### config.mk
export PLATFORM = sky130hd
export DESIGN_NAME = rx_lbuf_sel_flat
export DESIGN_NICKNAME = d
export VERILOG_FILES = /design/src/rtl/rx_lbuf_sel_if.sv /design/src/rtl/rx_lbuf_sel.sv /design/src/flat_wrapper.sv
export SDC_FILE = /design/constraint.sdc
export NUM_CORES = 1
export LEC_CHECK = 0
export ABC_AREA = 1
export CAP_MARGIN = 15
export CORE_MARGIN = 2
export CORE_UTILIZATION = 40
export DETAILED_ROUTE_END_ITERATION = 8
export DONT_BUFFER_PORTS = 1
export SLEW_MARGIN = 20
export SYNTH_ARGS = -nofsm -noshare
export SYNTH_HDL_FRONTEND = slang
export SYNTH_SLANG_ARGS = --single-unit
### constraint.sdc
create_clock -name clk -period 2.8 [get_ports clk]
set_input_delay 0.14 -clock clk [delete_from_list [all_inputs] [get_ports clk]]
set_output_delay 0.14 -clock clk [all_outputs]
set_load 0.05 [all_outputs]
### src/rtl/rx_lbuf_sel_if.sv
`timescale 1ns/1ps
`default_nettype none
// ============================================================================
// Module : rx_lbuf_sel_if
// Desc   : Host lbuf grant/return and writer advance/close signals.
// Rev    : 1.0 - initial release
// ============================================================================
interface rx_lbuf_sel_if;
    logic [63:0] lbuf1_addr;
    logic [63:0] lbuf2_addr;
    logic        lbuf1_en;
    logic        lbuf2_en;
    logic        lbuf1_dn;
    logic        lbuf2_dn;
    logic [63:0] wr_addr;
    logic        wr_vld;
    logic        wr_id;
    logic [15:0] wr_room;
    logic        adv_vld;
    logic [8:0]  adv_qw;
    logic        close;

    modport master (
        input  lbuf1_addr, lbuf2_addr, lbuf1_en, lbuf2_en,
        input  adv_vld, adv_qw, close,
        output lbuf1_dn, lbuf2_dn, wr_addr, wr_vld, wr_id, wr_room
    );

    modport slave (
        output lbuf1_addr, lbuf2_addr, lbuf1_en, lbuf2_en,
        output adv_vld, adv_qw, close,
        input  lbuf1_dn, lbuf2_dn, wr_addr, wr_vld, wr_id, wr_room
    );
endinterface
`default_nettype wire

### src/rtl/rx_lbuf_sel.sv
`timescale 1ns/1ps
`default_nettype none
// ============================================================================
// Module : rx_lbuf_sel
// Desc   : Alternates between two host lbufs, tracks the write offset and
//          returns each buffer on close/full (idle timeout: RX_LBUF_TIMEOUT_EN).
// Rev    : 1.0 - initial release
// ============================================================================
module rx_lbuf_sel #(
    parameter int LBUF_QW     = 16384,
    parameter int TIMEOUT_CYC = 65535
) (
    input  wire logic     clk,
    input  wire logic     rst,
    rx_lbuf_sel_if.master bus
);

    typedef enum logic [1:0] {
        WAIT1 = 2'd0,
        ACT1  = 2'd1,
        WAIT2 = 2'd2,
        ACT2  = 2'd3
    } state_t;

    localparam logic [16:0] c_QW = 17'(LBUF_QW);

    if (LBUF_QW < 256 || LBUF_QW > 32768 || (LBUF_QW & (LBUF_QW - 1)) != 0 ||
        TIMEOUT_CYC < 1) begin : g_cfg_check
        $error("rx_lbuf_sel: LBUF_QW or TIMEOUT_CYC out of range");
    end

    state_t      r_state;
    state_t      w_state_nxt;
    logic [63:0] r_base;
    logic [16:0] r_offset;
    logic        r_arm1;
    logic        r_arm2;
    logic        r_dn1;
    logic        r_dn2;

    logic        w_act;
    logic        w_adv;
    logic        w_open1;
    logic        w_open2;
    logic [16:0] w_sum;
    logic [16:0] w_off_adv;
    logic        w_full;
    logic        w_tmo;
    logic        w_done;

    assign w_act     = (r_state == ACT1) || (r_state == ACT2);
    assign w_adv     = w_act && bus.adv_vld;
    assign w_open1   = (r_state == WAIT1) && bus.lbuf1_en && r_arm1;
    assign w_open2   = (r_state == WAIT2) && bus.lbuf2_en && r_arm2;
    assign w_sum     = r_offset + {8'd0, bus.adv_qw};
    assign w_off_adv = (w_sum >= c_QW) ? c_QW : w_sum;
    assign w_full    = (r_offset == c_QW) || (w_adv && (w_sum >= c_QW));
    // The advance is always folded into the offset before closing, so a
    // combined adv+close returns the buffer with the advanced offset.
    assign w_done    = w_act && (bus.close || w_full || w_tmo);

`ifdef RX_LBUF_TIMEOUT_EN
    localparam int c_TW = $clog2(TIMEOUT_CYC + 1);

    logic [c_TW-1:0] r_idle;
    logic            w_idle;

    assign w_idle = w_act && (r_offset != 17'd0) && !bus.adv_vld;
    assign w_tmo  = w_idle && (r_idle == c_TW'(TIMEOUT_CYC - 1));

    always_ff @(posedge clk or posedge rst) begin
        if (rst) begin
            r_idle <= '0;
        end else if (!w_idle || w_done) begin
            r_idle <= '0;
        end else begin
            r_idle <= r_idle + 1'b1;
        end
    end
`else
    assign w_tmo = 1'b0;
`endif

    always_ff @(posedge clk or posedge rst) begin
        if (rst) begin
            r_state <= WAIT1;
        end else begin
            r_state <= w_state_nxt;
        end
    end

    always_comb begin
        w_state_nxt = r_state;
        case (r_state)
            WAIT1:   if (w_open1) w_state_nxt = ACT1;
            ACT1:    if (w_done)  w_state_nxt = WAIT2;
            WAIT2:   if (w_open2) w_state_nxt = ACT2;
            ACT2:    if (w_done)  w_state_nxt = WAIT1;
            default: w_state_nxt = WAIT1;
        endcase
    end

    always_ff @(posedge clk or posedge rst) begin
        if (rst) begin
            r_base   <= 64'd0;
            r_offset <= 17'd0;
            r_arm1   <= 1'b1;
            r_arm2   <= 1'b1;
            r_dn1    <= 1'b0;
            r_dn2    <= 1'b0;
        end else begin
            r_dn1 <= (r_state == ACT1) && w_done;
            r_dn2 <= (r_state == ACT2) && w_done;

            if (w_open1) begin
                r_base   <= bus.lbuf1_addr;
                r_offset <= 17'd0;
            end else if (w_open2) begin
                r_base   <= bus.lbuf2_addr;
                r_offset <= 17'd0;
            end else if (w_adv) begin
                r_offset <= w_off_adv;
            end

            // A buffer re-arms only after its en has been seen low once.
            if ((r_state == ACT1) && w_done) begin
                r_arm1 <= 1'b0;
            end else if (!bus.lbuf1_en) begin
                r_arm1 <= 1'b1;
            end

            if ((r_state == ACT2) && w_done) begin
                r_arm2 <= 1'b0;
            end else if (!bus.lbuf2_en) begin
                r_arm2 <= 1'b1;
            end
        end
    end

    assign bus.wr_vld   = w_act;
    assign bus.wr_id    = (r_state == ACT2);
    assign bus.wr_addr  = r_base + {44'd0, r_offset, 3'd0};
    assign bus.wr_room  = 16'(c_QW - r_offset);
    assign bus.lbuf1_dn = r_dn1;
    assign bus.lbuf2_dn = r_dn2;

endmodule
`default_nettype wire

### src/flat_wrapper.sv
// flat-port wrapper written by rule: the top's interface ports become plain ports
module rx_lbuf_sel_flat 
#(
    parameter int LBUF_QW     = 16384,
    parameter int TIMEOUT_CYC = 65535
)
  (clk, rst, bus_lbuf1_addr, bus_lbuf2_addr, bus_lbuf1_en, bus_lbuf2_en, bus_adv_vld, bus_adv_qw, bus_close, bus_lbuf1_dn, bus_lbuf2_dn, bus_wr_addr, bus_wr_vld, bus_wr_id, bus_wr_room);
  rx_lbuf_sel_if bus_i ();
  input  wire logic clk;
  input  wire logic rst;
  input wire logic [$bits(bus_i.lbuf1_addr)-1:0] bus_lbuf1_addr;
  input wire logic [$bits(bus_i.lbuf2_addr)-1:0] bus_lbuf2_addr;
  input wire logic [$bits(bus_i.lbuf1_en)-1:0] bus_lbuf1_en;
  input wire logic [$bits(bus_i.lbuf2_en)-1:0] bus_lbuf2_en;
  input wire logic [$bits(bus_i.adv_vld)-1:0] bus_adv_vld;
  input wire logic [$bits(bus_i.adv_qw)-1:0] bus_adv_qw;
  input wire logic [$bits(bus_i.close)-1:0] bus_close;
  output wire logic [$bits(bus_i.lbuf1_dn)-1:0] bus_lbuf1_dn;
  output wire logic [$bits(bus_i.lbuf2_dn)-1:0] bus_lbuf2_dn;
  output wire logic [$bits(bus_i.wr_addr)-1:0] bus_wr_addr;
  output wire logic [$bits(bus_i.wr_vld)-1:0] bus_wr_vld;
  output wire logic [$bits(bus_i.wr_id)-1:0] bus_wr_id;
  output wire logic [$bits(bus_i.wr_room)-1:0] bus_wr_room;
  assign bus_i.lbuf1_addr = bus_lbuf1_addr;
  assign bus_i.lbuf2_addr = bus_lbuf2_addr;
  assign bus_i.lbuf1_en = bus_lbuf1_en;
  assign bus_i.lbuf2_en = bus_lbuf2_en;
  assign bus_i.adv_vld = bus_adv_vld;
  assign bus_i.adv_qw = bus_adv_qw;
  assign bus_i.close = bus_close;
  assign bus_lbuf1_dn = bus_i.lbuf1_dn;
  assign bus_lbuf2_dn = bus_i.lbuf2_dn;
  assign bus_wr_addr = bus_i.wr_addr;
  assign bus_wr_vld = bus_i.wr_vld;
  assign bus_wr_id = bus_i.wr_id;
  assign bus_wr_room = bus_i.wr_room;
  rx_lbuf_sel #(.LBUF_QW(LBUF_QW), .TIMEOUT_CYC(TIMEOUT_CYC)) u_core (.clk(clk), .rst(rst), .bus(bus_i));
endmodule
==> flow_summary.yaml, run 1 <==
synthesis:
  yosys.area_share.simple_pct: 29.6
  synth_compound_area_share_pct: 15.7
  async_flop_share_pct: 100
  yosys-top-cells-area: "dfrtp_1 28%, nand2_1 10%, inv_1 8.6%"
  synth_top_area_share_pct: 27.7
  synth_xor_area_share_pct: 9.24
  post_synth_instance_area_sq_mm: 0.00768
  avgSynthCellArea_sq_um: 6.95
  synth_flop_cell: "dfrtp_1"
  synth_top_family_by_area: "simple AND/OR/NAND/NOR gates"
  yosysMostFrequentCell: "nand2_1"
  synth_fa_ha_area_share_pct: 5.57
  synthCells: 1104
  ys.warnings.count: 0
  synth.top_cells.by_count: "212 x nand2_1, 176 x inv_1, 111 x nor2_1, 85 x dfrtp_1, 69 x xor2_1"
  synth_edf_count: 0
  synthMuxAreaShare_pct: 0
  ys_types: 49
  yosysTopAreaCell: "dfrtp_1"
  ys_ff_latch: 87
  synth_fp_nets: 1280
  synth_seq_area_share_pct: 28.4
global_route:
  grt_max_degree: 90
  grt_pass1_vias: 7869
  grt_overflow: 0
  gr-usage-met1_pct: 37.5
  track_usage_pct: 26.7
  grt_pass1_wl_mm: 41.8
  busiest_layer: "met2"
  antenna_found_initial: 0
  use_met2_pct: 43.8
  met3_usage_pct: 3.10
floorplan:
  fp.dieH_um: 143
  rows: 50
  die-area_sq_mm: 0.0203
  start_util_pct: 40.9
  die_w_um: 143
  io_pins: 227
  core_sq_mm: 0.0188
worst_hold_path:
  hold_class: "in2reg"
layout:
  drive_gt1_share_pct: 23.5
  nFillCells: 1756
  finalInstanceArea_sq_mm: 0.0106
  regArea_sq_mm: 0.00220
  instances_no_fill: 1523
  multiInputGateArea_sq_mm: 0.00520
  final_util_pct: 56.3
  antenna_cells: 0
  syn_to_final_growth_pct: 37.6
  finalNetCount: 1460
run_status:
  status: "complete, but fails checks"
  violations: "negative hold slack, negative setup slack"
clocking:
  clkLatencyLatePin_ps: 360
  cts_root_buffer: "clkbuf_16"
  cts_num_sinks: 87
  htreeDepth: 3
  path_clk_slew_ps: 80
  numCtsBuffers: 9
  cts_tree: "built"
  clockBufferDepth: 2
route:
  post-route-drc-count: 0
  via_per_inst: 5.39
  wl_per_cell_um: 18.3
  dr.first_iter.drc_count: 575
  routed_wl_mm: 27.9
  ant_nets: 0
  dr.pass1.iters: 5
  route.vias.total: 8215
timing:
  rsz0062_at_grt: "true"
  tightest_slew_ps: 972
  relSlewSlack_pct: 35.0
  setup_tns_ps: -46.2
  finalSetupViolCount: 6
  fin_worst_skew_ps: 19.5
  fin_crit_sh_pct: 101
  fin_ws_ps: -14.8
  slew_viol_final: 0
  fin_crit_ps: 2810
  timing.fmax_mhz: 355
  hold_violations: 2
  fin_hold_ws_ps: -10.1
critical_path:
  start_kind: "flip-flop"
  crit_required_ps: 2660
  reg2reg_slack_ps: 200
  crit_arrival_ps: 2670
  crit_path_max_fanout: 3
  end_kind: "primary output"
  worstSetupPathType: "reg2out"
place:
  place_area_sq_mm: 0.00869
  gp_congestion: 0.960
  place_ws_ps: 145
  numPortBuffers: 0
  dp.cells: 1403
  dpl.hpwl_mm: 21.3
flow_run:
  maxCapViolations: 0
power_and_ir_drop:
  p_per_area_mw_per_mm2: 1380
  ir_drop_uv: 1200
  power_leakage_nw: 4.81
through the flow:
| stage | hold slack (ps) | total power, mW |
|---|---|---|
| after floorplan | 281 | 9.07 |
| after global placement | 181 | 11.9 |
| after detailed placement | 191 | 11.9 |
| after CTS | 3.63 | 14.0 |
| after global routing | 3.69 | 15.4 |
| final | -10.1 | 14.6 |
placed cells by master (no fill, tap or decap), drive strengths merged, types with 2 or more instances in the layout:
master | synthesis | final
buf | 21 | 133
dfrtp | 85 | 85
dfstp | 2 | 2
o21ai | 71 | 71
clkinv | 2 | 5
xnor2 | 12 | 12
a21o | 6 | 6
clkbuf | 20 | 13
nor3 | 38 | 38
xor2 | 69 | 69
nand4 | 42 | 42
o211ai | 38 | 38
nand3 | 53 | 53
o22ai | 8 | 8
dlygate4sd3 | 0 | 76
o21a | 2 | 2
fa | 2 | 2
a21oi | 28 | 28
nor4 | 14 | 14
or2 | 4 | 4
ha | 31 | 31
inv | 181 | 181
nand2 | 222 | 222
a21boi | 2 | 2
nor2 | 115 | 115
a31oi | 32 | 32
path summary, 6_finish.rpt:
path,startpoint,endpoint,cells after the start
max,u_core.r_offset[0],bus_wr_addr[55],11
min,bus_lbuf1_addr[20],u_core.r_base[20],2
max reg2reg,u_core.r_offset[0],u_core.r_offset[11],18
min reg2reg,u_core.r_arm2,u_core.r_arm2,2
max in group asynchronous,rst,u_core.r_arm2,3
min in group asynchronous,rst,u_core.r_base[34],2
worst max-delay path, stage by stage, from the launching register on:
cell     delay, ps
dfrtp_1        370
ha_2           200
inv_4           40
fa_2           380
o21ai_4        220
a21oi_2        110
o21ai_2        180
nand2_2         90
o21ai_2        190
nand2_1        130
xor2_1         180
buf_4          230
state kept, by name (all words and copies together), names as in the netlist:
signal	flops
u_core.bus.lbuf1_dn	1
u_core.bus.lbuf2_dn	1
u_core.r_state	2
u_core.r_arm2	1
u_core.r_base	64
u_core.r_offset	17
u_core.r_arm1	1
kinds of logic (layout without fill, tap and decap cells):
kind of cell	after synthesis	count (layout)
compound gates	188	188
simple gates	491	491
xor+xnor	81	81
flops	87	87
buf+inv	224	409
fa+ha+maj	33	33
metal layers:
metal	share of wire [%]	up-vias
met3	6.0	40
li1	-	4001
met4	1.7	0
met2	47	288
met5	0	-
met1	45	3886
power breakdown:
group / internal (mW) / leakage, nW / switching [mW]
logic: 3.67 / 3.62 / 7.06
registers: 1.84 / 1.04 / 0.759
clock network: 0.722 / 0.147 / 0.562
layout make-up:
type                    count  share of cell area [%]
multi-input cells         793                    49.2
flip-flops and latches     87                    20.8
repair buffers            210                    17.9
inverters                 183                    6.54
well taps                 234                    2.77
clock buffers              12                    2.33
clock inverters             4                   0.497
timing repair:
| item | in CTS | in global routing |
|---|---|---|
| hold endpoints to repair | 92 | 0 |
| setup buffers | 5 | 23 |
| pin swaps | 9 | 34 |
| hold buffers | 76 | 0 |
| setup endpoints to repair | 41 | 60 |
| gates resized for setup | 56 | 79 |
No activity file was read; power rests on OpenSTA's default activity.
==> run 2, diff against run 1 <==
--- a/config.mk
+++ b/config.mk
@@ -7,6 +7,7 @@
 export LEC_CHECK = 0
 export ABC_AREA = 1
 export CAP_MARGIN = 15
+export CORE_ASPECT_RATIO = 0.75
 export CORE_MARGIN = 2
 export CORE_UTILIZATION = 40
 export DETAILED_ROUTE_END_ITERATION = 8
==> run 2 against run 1 <==
The flow still finishes with violations (negative hold slack, negative setup slack); non-clock buffer count decreased by 20; utilization decreased by 0.48 points; combinational power about the same; power increased by 0.17%; routed wire length increased by 1.6%; via count decreased by 0.65%; cell count decreased by 0.46%; maximum frequency decreased by 0.20%; register-to-register slack improved by 50 ps; worst setup slack got worse by 5.8 ps; largest cell class unchanged; highest routed layer unchanged.
==> flow_summary.yaml, run 2 (same netlist as run 1, synthesis figures left out) <==
global_route:
  grt_max_degree: 104
  grt_overflow: 0
  grt_pass1_wl_mm: 42.3
  antenna_found_initial: 0
  track_usage_pct: 27.6
  grt_pass1_vias: 7492
layout:
  largest_reg_flops: 64
  regMostFlops: "u_core.r_base"
  nFillCells: 1796
  final_common_cell: "nand2_1"
  multiInputGateArea_sq_mm: 0.00524
  instances_no_fill: 1516
  layout_common_cells: "186 x nand2_1, 171 x inv_1, 108 x buf_4, 95 x nor2_1, 69 x dfrtp_1"
  regArea_sq_mm: 0.00220
  finalNetCount: 1440
  largestRegisters: "u_core.r_base: 64 flops, u_core.r_offset: 17 flops, u_core.r_state: 2 flops"
  antenna_cells: 0
  final_util_pct: 55.8
  syn_to_final_growth_pct: 35.7
  drive_gt1_share_pct: 24.5
critical_path:
  start_kind: "flip-flop"
  worstSetupPathType: "reg2out"
  cp-startpoint: "u_core.r_offset[0]"
  crit_required_ps: 2660
  crit_arrival_ps: 2680
  reg2reg_slack_ps: 250
  end_kind: "primary output"
  r2r-start: "u_core.r_state[0]"
  crit_path_max_fanout: 3
timing:
  rsz0062_at_grt: "true"
  fin_worst_skew_ps: 6.20
  timing.fmax_mhz: 355
  fin_hold_ws_ps: -4.66
  setup_tns_ps: -20.6
  hold_violations: 1
  fin_crit_ps: 2820
  fin_ws_ps: -20.6
  relSlewSlack_pct: 38.6
  finalSetupViolCount: 1
  tightest_slew_ps: 917
  slew_viol_final: 0
  fin_crit_sh_pct: 101
run_status:
  violations: "negative hold slack, negative setup slack"
  status: "complete, but fails checks"
worst_hold_path:
  min_from: "bus_lbuf2_addr[21]"
  hold_class: "in2reg"
clocking:
  cts_tree: "built"
  clkLatencyLatePin_ps: 350
  clockBufferDepth: 2
  cts_num_sinks: 87
  path_clk_slew_ps: 70
  numCtsBuffers: 9
  htreeDepth: 3
  cts_root_buffer: "clkbuf_16"
flow_run:
  maxCapViolations: 0
floorplan:
  start_util_pct: 41.1
  fp.dieH_um: 124
  rows: 43
  die-area_sq_mm: 0.0203
  io_pins: 227
  core_sq_mm: 0.0187
  die_w_um: 164
power_and_ir_drop:
  ir_drop_uv: 1370
  power_leakage_nw: 4.71
  power_mw: 14.6
  p_per_area_mw_per_mm2: 1400
route:
  dr.pass1.iters: 5
  via_per_inst: 5.38
  post-route-drc-count: 0
  route.vias.total: 8162
  dr.first_iter.drc_count: 675
  wl_per_cell_um: 18.7
  ant_nets: 0
  routed_wl_mm: 28.3
place:
  numPortBuffers: 0
  gp_congestion: 0.959
  dp.cells: 1408
  dpl.hpwl_mm: 22.0
## run 2: changes by cell type in the layout (fill, tap and decap cells not counted), sizes merged
cell,before,now
clkbuf,13,9
dlygate4sd3,76,66
clkinvlp,0,2
bufinv,1,0
buf,133,124
inv,181,183
## run 2: routing by layer
metal	share of wire [%]	global-route usage, %
met2	41	38.7
met3	10	6.89
met5	0	0
met1	48	42.2
met4	1.6	5.98
## run 2: area by class of cell
cell class                      instances  area share (%)
Clock inverter                          7           0.516
Tap cell                              247            2.97
Clock buffer                            9            2.16
Timing Repair Buffer                  190            16.4
Multi-Input combinational cell        793            50.3
Sequential cell                        87            21.1
Inverter                              183            6.60
## run 2: metrics by stage
stage               hold WS, ps  instance area (sq um)  worst slack (ps)
floorplan                   281                   7690              3.74
global placement           78.5                   8640               130
detailed placement         80.9                   8640               149
CTS                        1.63                   9910             -30.0
global route               7.74                  10400              -123
finish                    -4.66                  10400             -20.6
## run 2: worst paths after layout
kind,endpoint,cells past startpoint
max,bus_wr_addr[55],12
max in group asynchronous,u_core.r_arm1,3
min in group asynchronous,u_core.r_base[40],2
min,u_core.r_base[21],2
max reg2reg,u_core.r_base[12],8
min reg2reg,u_core.r_arm2,2
## run 2: worst max-delay path, stage by stage, from the launching register on
cell and delay, ps:
dfrtp_1 390, ha_2 190, inv_2 50, fa_2 370, o21ai_4 170, buf_4 140, a21oi_2 50, o21ai_2 150
nand2_2 110, o21ai_4 170, nand2_2 110, xor2_1 200, buf_4 230
## run 2: what timing repair did
item / 4_1_cts / 5_1_grt
gates cloned: 0 / 0
endpoints found under the setup margin: 36 / 55
hold buffers: 66 / 0
gates resized for setup: 51 / 103
hold endpoints to repair: 73 / 0
buffers inserted: 6 / 20
pin swaps: 14 / 32
## run 2: where the power goes
| part | internal [mW] | leakage, nW | switching (mW) | total [mW] |
|---|---|---|---|---|
| Combinational | 3.58 | 3.54 | 7.26 | 10.8 |
| Sequential | 1.84 | 1.04 | 0.773 | 2.61 |
| Clock | 0.612 | 0.134 | 0.569 | 1.18 |
| Total | 6.03 | 4.71 | 8.60 | 14.6 |
==> run 3, diff against run 2 <==
--- a/config.mk
+++ b/config.mk
@@ -8,7 +8,7 @@
 export ABC_AREA = 1
 export CAP_MARGIN = 15
 export CORE_ASPECT_RATIO = 0.75
-export CORE_MARGIN = 2
+export CORE_MARGIN = 3
 export CORE_UTILIZATION = 40
 export DETAILED_ROUTE_END_ITERATION = 8
 export DONT_BUFFER_PORTS = 1
==> run 3 against run 2 <==
Routed wire length grew 1.9%; clock power rose by 3%; hold slack improved by 7.1 ps; global-route usage down 0.98 points; the run now ends clean; critical path type unchanged; sequential share of layout area down 0.53 points; clock skew increased by 6.4 ps; utilization up 1.5 points; register-to-register slack got worse by 30 ps; cell area increased by 2.7%; critical path depth up 1; cell count is 1.1% higher; highest routed layer unchanged; clock-buffer cell count stayed put.
==> flow_summary.yaml, run 3 (same netlist as run 1, synthesis figures left out) <==
route:
  post-route-drc-count: 0
  routed_wl_mm: 28.9
  wl_per_cell_um: 18.8
  via_per_inst: 5.43
  routed-wl-met2_mm: 11.6
  dr.first_iter.drc_count: 745
  top_layer: "met4"
  wl_met1_mm: 14.2
  ant_nets: 0
  dr.pass1.iters: 5
  met3_length_mm: 2.64
  route.vias.total: 8319
timing:
  hold_violations: 0
  timing.fmax_mhz: 359
  fin_ws_ps: 15.5
  finalSetupViolCount: 0
  tightest_slew_ps: 1060
  fin_crit_ps: 2780
  fin_crit_sh_pct: 99.4
  slew_viol_final: 0
  fin_worst_skew_ps: 12.6
  rsz0062_at_grt: "true"
  relSlewSlack_pct: 29.4
clocking:
  cts_tree: "built"
  clkLatencyLatePin_ps: 350
  cts_num_sinks: 87
  cts_root_buffer: "clkbuf_16"
  path_clk_slew_ps: 80
  numCtsBuffers: 9
  clockBufferDepth: 2
  htreeDepth: 3
layout:
  finalInstanceArea_sq_mm: 0.0107
  largest_reg_flops: 64
  antenna_cells: 0
  drive_gt1_share_pct: 25.3
  layout_common_cells: "189 x nand2_1, 173 x inv_1, 117 x buf_4, 94 x nor2_1, 74 x dlygate4sd3_1"
  syn_to_final_growth_pct: 39.4
  finalNetCount: 1456
  largestRegisters: "u_core.r_base: 64 flops, u_core.r_offset: 17 flops, u_core.r_state: 2 flops"
  final_common_cell: "nand2_1"
  regMostFlops: "u_core.r_base"
power_and_ir_drop:
  p_comb_share_pct: 74.2
  seqPwrFrac_pct: 17.6
  p_per_area_mw_per_mm2: 1390
  swShare_pct: 58.4
  internal_power_mw: 6.17
  power_frac_clock_pct: 8.2
  power_leakage_nw: 4.84
  ir_drop_uv: 1110
  switching_power_mw: 8.68
critical_path:
  reg2reg_slack_ps: 220
  start_kind: "flip-flop"
  crit_chain: "ha_2, inv_2, fa_2, o21ai_4, nand2_2, nand2_4, a21oi_4, buf_4, inv_1, nand2_1, nand2_2, xor2_1, buf_4"
  path_buf_inv: 4
  crit_path_max_fanout: 3
  crit_required_ps: 2660
  cpLargestDelayFamily: "adder cells"
  rr_worst_depth: 18
  path_depth: 13
  worstSetupPathType: "reg2out"
  end_kind: "primary output"
  cp_slowest_cell: "dfrtp_1"
  crit_arrival_ps: 2640
  r2r_end: "u_core.r_offset[11]"
  critPathMaxStageDelay_ps: 370
  r2r-start: "u_core.r_offset[0]"
  cp-startpoint: "u_core.r_offset[0]"
global_route:
  grt_pass1_wl_mm: 44.1
  track_usage_pct: 26.6
  grt_max_degree: 131
  grt_overflow: 0
  antenna_found_initial: 1
  grt_pass1_vias: 7805
floorplan:
  io_pins: 227
  die_w_um: 166
  core_sq_mm: 0.0187
  rows: 43
  start_util_pct: 41.1
  fp.dieH_um: 126
  die-area_sq_mm: 0.0209
run_status:
  status: "complete, no violations"
place:
  dpl.hpwl_mm: 22.1
  numPortBuffers: 0
  place_area_sq_mm: 0.00869
  place_ws_ps: 159
  gp_congestion: 0.966
worst_hold_path:
  min_path_cells: 2
  hold_class: "in2reg"
  whs_endpoint: "u_core.r_base[25]"
  min_from: "bus_lbuf1_addr[25]"
flow_run:
  maxCapViolations: 0
==> run 3: cell count changes in the layout (fill, tap and decap cells not counted), moves of 3 or more <==
cell | before | now
buf_4 | 108 | 117
buf_6 | 10 | 7
dlygate4sd3_1 | 66 | 74
nand2_1 | 186 | 189
nand2_2 | 29 | 24
nor3_2 | 6 | 3
nor3_4 | 2 | 5
==> run 3: worst max path at each step <==
stage	end	slack, ps
3_5_place_dp	bus_wr_addr[21]	160
6_report	bus_wr_addr[29]	20
3_3_place_gp	bus_wr_addr[37]	130
4_1_cts	bus_wr_room[15]	-20
5_1_grt	bus_wr_addr[57]	-110
2_1_floorplan	bus_wr_addr[55]	4
==> run 3: layout make-up <==
| cell class | count | area [sq um] |
|---|---|---|
| timing repair buffer | 206 | 1860 |
| inverter | 183 | 688 |
| multi-input combinational | 793 | 5350 |
| clock buffer | 9 | 225 |
| tap | 247 | 309 |
| clock inverter | 7 | 66.3 |
| sequential | 87 | 2200 |
| fill | 1772 | 7970 |
==> run 3: metal layers <==
layer	vias up	GRT usage [%]
met5	-	0
met4	0	4.01
met3	24	5.96
met2	372	37.0
met1	3936	42.4
li1	3987	-
==> run 3: what timing repair did <==
action | CTS | global route
endpoints found under the hold margin | 79 | 0
buffers inserted | 14 | 15
setup endpoints to repair | 46 | 68
pin swaps | 17 | 33
gates resized for setup | 56 | 115
hold buffers | 74 | 0
==> run 3: power groups by stage <==
| stage | registers, mW | logic, mW | clock network, mW |
|---|---|---|---|
| floorplan | 2.21 | 6.86 | 0 |
| global placement | 2.49 | 9.47 | 0 |
| CTS | 2.53 | 10.3 | 1.24 |
| finish | 2.61 | 11.0 | 1.22 |
| global route | 2.67 | 11.7 | 1.27 |
| detailed placement | 2.51 | 9.48 | 0 |
==> run 3: through the flow <==
| step | std cells | power [mW] | utilization (%) | hold slack, ps | TNS [ps] |
|---|---|---|---|---|---|
| 2_1_floorplan | 1104 | 9.07 | - | 281 | 0 |
| 3_3_place_gp | 1413 | 12.0 | 46.5 | 96.5 | 0 |
| 3_5_place_dp | 1413 | 12.0 | 46.5 | 96.3 | 0 |
| 4_1_cts | 1517 | 14.1 | 54.2 | 1.73 | -45.8 |
| 5_1_grt | 1532 | 15.7 | 57.3 | 19.4 | -712 |
| 6_report | 1532 | 14.8 | 57.3 | 2.49 | 0 |
